[src/rtl/slink_tx_pkt_arbiter_if.sv]
// Shared TX packet bundle between the requesters, the packet arbiter and the S-Link app port.
// slave is the arbiter's view; master is the view of the requesters plus the link.
interface slink_tx_pkt_arbiter_if #(
  parameter int unsigned NUM_REQ           = 2,
  parameter int unsigned TX_APP_DATA_WIDTH = 128
);
  logic [NUM_REQ-1:0]                   req_sop;
  logic [NUM_REQ*8-1:0]                 req_data_id;
  logic [NUM_REQ*16-1:0]                req_word_count;
  logic [NUM_REQ*TX_APP_DATA_WIDTH-1:0] req_app_data;
  logic [NUM_REQ-1:0]                   req_advance;
  logic                                 tx_sop;
  logic [7:0]                           tx_data_id;
  logic [15:0]                          tx_word_count;
  logic [TX_APP_DATA_WIDTH-1:0]         tx_app_data;
  logic                                 tx_advance;

  modport slave (
    input  req_sop, req_data_id, req_word_count, req_app_data, tx_advance,
    output req_advance, tx_sop, tx_data_id, tx_word_count, tx_app_data
  );

  modport master (
    output req_sop, req_data_id, req_word_count, req_app_data, tx_advance,
    input  req_advance, tx_sop, tx_data_id, tx_word_count, tx_app_data
  );
endinterface

[src/rtl/slink_tx_pkt_arbiter.sv]
// Packet-granular round-robin arbiter sharing one S-Link application TX port
// among NUM_REQ packet sources; a grant is held until the packet's last beat is accepted.
module slink_tx_pkt_arbiter #(
  parameter int unsigned NUM_REQ           = 2,
  parameter int unsigned TX_APP_DATA_WIDTH = 128,
  parameter logic [7:0]  SHORT_PKT_MAX_DT  = 8'h2F
) (
  input  logic                           link_clk,
  input  logic                           link_reset_n,
  input  logic                           enable,
  slink_tx_pkt_arbiter_if.slave          bus,
  output logic [NUM_REQ-1:0]             grant,
  output logic                           busy
);

  localparam int unsigned BYTES = TX_APP_DATA_WIDTH / 8;
  localparam int unsigned IdxW  = (NUM_REQ > 1) ? $clog2(NUM_REQ) : 1;

  typedef enum logic [0:0] {StIdle, StPkt} state_e;

  state_e              state_q, state_d;
  logic [NUM_REQ-1:0]  grant_q, grant_d;
  logic [IdxW-1:0]     last_q, last_d;
  logic [16:0]         beats_q, beats_d;

  logic [7:0]                   dt_a   [NUM_REQ];
  logic [15:0]                  wc_a   [NUM_REQ];
  logic [TX_APP_DATA_WIDTH-1:0] data_a [NUM_REQ];

  always_comb begin
    for (int i = 0; i < int'(NUM_REQ); i++) begin
      dt_a[i]   = bus.req_data_id[8*i +: 8];
      wc_a[i]   = bus.req_word_count[16*i +: 16];
      data_a[i] = bus.req_app_data[TX_APP_DATA_WIDTH*i +: TX_APP_DATA_WIDTH];
    end
  end

  // Round-robin search starting just after the previous owner.
  logic            sel_vld;
  logic [IdxW-1:0] sel_idx;
  always_comb begin
    int unsigned     cand;
    logic [IdxW-1:0] cand_idx;
    sel_vld  = 1'b0;
    sel_idx  = '0;
    cand     = 0;
    cand_idx = '0;
    for (int unsigned k = 1; k <= NUM_REQ; k++) begin
      cand     = (32'(last_q) + k) % NUM_REQ;
      cand_idx = IdxW'(cand);
      if (!sel_vld && bus.req_sop[cand_idx]) begin
        sel_vld = 1'b1;
        sel_idx = cand_idx;
      end
    end
  end

  logic [16:0] sel_beats;
  always_comb begin
    if (dt_a[sel_idx] <= SHORT_PKT_MAX_DT || wc_a[sel_idx] == 16'd0) begin
      sel_beats = 17'd1;
    end else begin
      sel_beats = ({1'b0, wc_a[sel_idx]} + 17'(BYTES - 1)) / 17'(BYTES);
    end
  end

  assign busy  = (state_q == StPkt);
  assign grant = grant_q;

  // While busy the owner is always last_q, so it doubles as the mux select.
  always_comb begin
    bus.tx_sop        = 1'b0;
    bus.tx_data_id    = '0;
    bus.tx_word_count = '0;
    bus.tx_app_data   = '0;
    if (busy) begin
      bus.tx_sop        = bus.req_sop[last_q];
      bus.tx_data_id    = dt_a[last_q];
      bus.tx_word_count = wc_a[last_q];
      bus.tx_app_data   = data_a[last_q];
    end
    bus.req_advance = (busy && bus.tx_advance) ? grant_q : '0;
  end

  always_comb begin
    state_d = state_q;
    grant_d = grant_q;
    last_d  = last_q;
    beats_d = beats_q;
    unique case (state_q)
      StIdle: begin
        if (enable && sel_vld) begin
          state_d          = StPkt;
          grant_d          = '0;
          grant_d[sel_idx] = 1'b1;
          last_d           = sel_idx;
          beats_d          = sel_beats;
        end
      end
      StPkt: begin
        if (!bus.req_sop[last_q]) begin
          // Owner abandoned its packet: drop the remaining beats.
          state_d = StIdle;
          grant_d = '0;
          beats_d = '0;
        end else if (bus.tx_advance) begin
          beats_d = beats_q - 17'd1;
          if (beats_q == 17'd1) begin
            state_d = StIdle;
            grant_d = '0;
          end
        end
      end
      default: begin
        state_d = StIdle;
        grant_d = '0;
      end
    endcase
  end

  always_ff @(posedge link_clk or negedge link_reset_n) begin
    if (!link_reset_n) begin
      state_q <= StIdle;
      grant_q <= '0;
      last_q  <= IdxW'(NUM_REQ - 1);
      beats_q <= '0;
    end else begin
      state_q <= state_d;
      grant_q <= grant_d;
      last_q  <= last_d;
      beats_q <= beats_d;
    end
  end

endmodule

[src/flat_wrapper.sv]
// flat-port wrapper written by rule: the top's interface ports become plain ports
module slink_tx_pkt_arbiter_flat 
#(
  parameter int unsigned NUM_REQ           = 2,
  parameter int unsigned TX_APP_DATA_WIDTH = 128,
  parameter logic [7:0]  SHORT_PKT_MAX_DT  = 8'h2F
)
  (link_clk, link_reset_n, enable, grant, busy, bus_req_sop, bus_req_data_id, bus_req_word_count, bus_req_app_data, bus_tx_advance, bus_req_advance, bus_tx_sop, bus_tx_data_id, bus_tx_word_count, bus_tx_app_data);
  slink_tx_pkt_arbiter_if #(.NUM_REQ(NUM_REQ), .TX_APP_DATA_WIDTH(TX_APP_DATA_WIDTH)) bus_i ();
  input  logic link_clk;
  input  logic link_reset_n;
  input  logic enable;
  output logic [NUM_REQ-1:0] grant;
  output logic busy;
  input wire logic [$bits(bus_i.req_sop)-1:0] bus_req_sop;
  input wire logic [$bits(bus_i.req_data_id)-1:0] bus_req_data_id;
  input wire logic [$bits(bus_i.req_word_count)-1:0] bus_req_word_count;
  input wire logic [$bits(bus_i.req_app_data)-1:0] bus_req_app_data;
  input wire logic [$bits(bus_i.tx_advance)-1:0] bus_tx_advance;
  output wire logic [$bits(bus_i.req_advance)-1:0] bus_req_advance;
  output wire logic [$bits(bus_i.tx_sop)-1:0] bus_tx_sop;
  output wire logic [$bits(bus_i.tx_data_id)-1:0] bus_tx_data_id;
  output wire logic [$bits(bus_i.tx_word_count)-1:0] bus_tx_word_count;
  output wire logic [$bits(bus_i.tx_app_data)-1:0] bus_tx_app_data;
  assign bus_i.req_sop = bus_req_sop;
  assign bus_i.req_data_id = bus_req_data_id;
  assign bus_i.req_word_count = bus_req_word_count;
  assign bus_i.req_app_data = bus_req_app_data;
  assign bus_i.tx_advance = bus_tx_advance;
  assign bus_req_advance = bus_i.req_advance;
  assign bus_tx_sop = bus_i.tx_sop;
  assign bus_tx_data_id = bus_i.tx_data_id;
  assign bus_tx_word_count = bus_i.tx_word_count;
  assign bus_tx_app_data = bus_i.tx_app_data;
  slink_tx_pkt_arbiter #(.NUM_REQ(NUM_REQ), .TX_APP_DATA_WIDTH(TX_APP_DATA_WIDTH), .SHORT_PKT_MAX_DT(SHORT_PKT_MAX_DT)) u_core (.link_clk(link_clk), .link_reset_n(link_reset_n), .enable(enable), .bus(bus_i), .grant(grant), .busy(busy));
endmodule
[config.mk]
export PLATFORM = sky130hd
export DESIGN_NAME = slink_tx_pkt_arbiter_flat
export DESIGN_NICKNAME = d
export VERILOG_FILES = /design/src/rtl/slink_tx_pkt_arbiter_if.sv /design/src/rtl/slink_tx_pkt_arbiter.sv /design/src/flat_wrapper.sv
export SDC_FILE = /design/constraint.sdc
export NUM_CORES = 1
export LEC_CHECK = 0
export CORE_AREA = 8 8 176 178
export CTS_BUF_LIST = sky130_fd_sc_hd__clkbuf_8
export CTS_CLUSTER_SIZE = 12
export DETAILED_ROUTE_END_ITERATION = 8
export DIE_AREA = 0 0 184 186
export SLEW_MARGIN = 20
export SYNTH_ARGS = -nofsm -noshare
export SYNTH_HDL_FRONTEND = slang
export SYNTH_SLANG_ARGS = --single-unit
[constraint.sdc]
create_clock -name link_clk -period 2.36 [get_ports link_clk]
set_clock_uncertainty 0.05 [all_clocks]
set_input_delay 0.472 -clock link_clk [delete_from_list [all_inputs] [get_ports link_clk]]
set_output_delay 0.472 -clock link_clk [all_outputs]
set_load 0.05 [all_outputs]
==> results.yml <==
status:
  status: "finished, violations left"
  violations: "setup timing"
placement:
  dpl_worst_slack_ps: -849
  dp.cells: 1457
  port_buffers: 467
  place_congestion: 0.885
  dp_hpwl_um: 28000
logic_synthesis:
  async_reset_ff_share_pct: 100
  yosysUniqueCellTypes: 50
  synth_nets: 867
  synth-seq-cells: 21
  synth_edf_count: 0
  syn_inst: 555
  ys_warn_count: 0
  synth_top_flop_cell: "dfrtp_1"
  synth.avg_cell_area_um2: 7.90
  synthTopCellsByArea: "mux2i_1 36%, nor2b_1 22%, dfrtp_1 11%, xnor2_1 2.6%, o21ai_0 2.4%"
  ys_seq_area_share_pct: 12.0
  synth_top_area_cell: "mux2i_1"
  synthesis.area_mm2: 0.00439
  yosysTopAreaCellShare_pct: 36.3
clocking:
  cts_buffer_depth: 2
  clockRootBuffer: "clkbuf_8"
  cts_tree: "built"
  worstSkewPairLatency_ps: 260
  htree_levels: 1
  cts.sinks: 21
  cts.clk_slew.worst_paths_ps: 80
  cts_made_buffers: 3
critical_path:
  critPathMostFrequentCell: "buf_12"
  crit_fanout: 15
  worst-path-stages: 6
  crit_slowest_cell: "dfstp_4"
  crit_path_cell_trace: "clkbuf_16 > buf_12 > mux2i_2 > buf_4 > nor2b_4 > buf_12"
  cp.arrival_ps: 1930
  crit_path_start_kind: "register"
  crit_type: "reg2out"
  cp_data_required_time_ps: 1840
  ff2ff_path_depth: 9
  cp_top_family: "flip-flops"
  timing.critical_path.buf_inv: 4
  cp-end-kind: "output port"
  slowest_delay_ps: 690
grt:
  grt_pass1_wl_um: 47000
  track_usage_pct: 18.2
  overflow: 0
  grt_max_degree: 78
  grt_pass1_vias: 7002
  antenna_found_initial: 1
timing:
  worst_slack_ps: -89.9
  period_share_pct: 104
  relSlewSlack_pct: 66.9
  timing.final.hold_violations: 0
  worst_slew_pin_slew_ps: 495
  rsz0062_at_grt: "yes"
  setup_viol_count_final: 120
  fin_crit_ps: 2450
  max_freq_ghz: 0.408
  slew_viol_final: 0
cells_and_area:
  fin_cells: 1494
  regArea_um2: 534
  layout-drive-gt1-share_pct: 55.5
  fillers: 2353
  multi_input_area_mm2: 0.00627
  layout_commonest_cell: "clkdlybuf4s50_1"
  areaGrowthSynthToFinish_pct: 244
  final_cell_mix: "292 x clkdlybuf4s50_1, 173 x buf_12, 132 x nor2b_4, 89 x mux2i_4, 81 x buf_4"
  final_nets: 1422
power:
  ir_drop_mv: 0.505
  seqPwrFrac_pct: 4.0
  p_comb_share_pct: 94.6
  p_switching_uw: 7910
  p_leak_uw: 0.00588
  switching_share_pct: 46.4
  p_int_uw: 9140
  clockPowerShare_pct: 1.4
  power.density_mw_per_mm2: 1130
die:
  die_w_um: 184
  core_area_mm2: 0.0282
  ios: 468
  die-area_mm2: 0.0342
  die_h_um: 186
  fp-row-count: 62
  start_util_pct: 15.5
drt:
  ant_nets: 0
  routed_wl_um: 34400
  drt_first_pass_iters: 4
  vias_per_cell: 4.33
  vias: 6470
  wl_per_cell_um: 23.0
  drc: 0
  drt_iter0_drc: 245
min_path:
  hold_path.class: "in2reg"
  whs_path_depth: 2
flow_run:
  cap_violations: 0
timing repair:
action / 4_1_cts / 5_1_grt
hold buffers: 0 / 0
gates cloned: 10 / 3
buffers inserted: 11 / 14
pin swaps: 5 / 8
gates resized for setup: 219 / 123
endpoints found under the setup margin: 158 / 166
path summary, 6_finish.rpt:
check                                                 start                       endpoint  slack [ps]
max in group asynchronous                      link_reset_n      u_core.last_q$_DFFE_PN1P_        1470
worst max register to register    u_core.last_q$_DFFE_PN1P_  u_core.beats_q[6]$_DFFE_PN0P_          10
min in group asynchronous                      link_reset_n  u_core.beats_q[0]$_DFFE_PN0P_         510
worst max-delay path              u_core.last_q$_DFFE_PN1P_            bus_tx_app_data[58]         -90
worst min-delay path                         bus_req_sop[0]      u_core.last_q$_DFFE_PN1P_         460
worst min register to register  u_core.grant[0]$_DFFE_PN0P_    u_core.grant[0]$_DFFE_PN0P_         490
synth_stat cells (2+ instances only):
| library cell | number |
|---|---|
| nand3_1 | 9 |
| xor2_1 | 6 |
| clkbuf_1 | 27 |
| ha_1 | 2 |
| or3_4 | 2 |
| and2_1 | 2 |
| buf_1 | 12 |
| xnor2_1 | 13 |
| mux2i_1 | 159 |
| nor3b_1 | 2 |
| o221ai_1 | 3 |
| and3_1 | 3 |
| mux2_2 | 2 |
| nor2b_1 | 154 |
| a21o_1 | 4 |
| o21ai_0 | 21 |
| a22oi_1 | 2 |
| buf_2 | 3 |
| nand2_1 | 12 |
| a21oi_1 | 10 |
| nor2_1 | 15 |
| or2_2 | 2 |
| a31oi_1 | 3 |
| o211ai_1 | 3 |
| a221o_1 | 2 |
| o21ai_1 | 2 |
| nor3_1 | 13 |
| or4_4 | 2 |
| and4_1 | 2 |
| nor4_1 | 16 |
| or3_1 | 2 |
| dfrtp_1 | 20 |
| inv_1 | 5 |
| o41ai_1 | 2 |
| a211oi_1 | 3 |
per-stage QoR:
stage	area (µm²)	power (µW)	TNS (ps)	util, %	hold slack [ps]
CTS	14200	16000	-8910	50.1	475
global route	15100	17700	-13340	53.3	485
detailed placement	12800	13700	-8980	45.2	458
global placement	12800	13700	-8580	45.2	458
floorplan	5440	7850	-849	-	126
finish	15100	17000	-5320	53.3	460
sequential cells by signal (all words and copies together), names as in the netlist:
signal / flops
u_core.last_q: 1
u_core.beats_q: 17
u_core.busy: 1
u_core.grant: 2
area by class of cell:
| cell class | count | area share, % |
|---|---|---|
| repair buffers | 591 | 51.2 |
| multi-input cells | 488 | 41.6 |
| flip-flops and latches | 21 | 3.55 |
| well taps | 384 | 3.19 |
| clock buffers | 3 | 0.274 |
| inverters | 5 | 0.125 |
| clock inverters | 1 | 0.0249 |
| diodes | 1 | 0.0166 |
metal layers:
metal / vias up / part of all wire [%] / GRT usage [%]
met5: - / 0 / 0
met1: 3062 / 37 / 21.4
met2: 262 / 54 / 33.4
met3: 36 / 6.4 / 4.33
li1: 3110 / - / -
met4: 0 / 1.9 / 3.16
power groups by stage:
stage          Clock, µW  Sequential, µW  Combinational (µW)
2_1_floorplan          0             661                7190
6_report             233             685               16100
5_1_grt              254             705               16700
3_3_place_gp           0             653               13100
4_1_cts              240             659               15100
3_5_place_dp           0             658               13100
kinds of logic after synthesis:
family / share of synthesized area (%)
buffers and inverters: 4.11
XOR/XNOR: 3.79
flip-flops: 12.0
AO/OA/AOI/OAI: 9.30
adder cells (fa/ha/maj): 0.571
multiplexers: 37.1
AND/OR/NAND/NOR: 33.1
(Power assumes the default switching activity.)
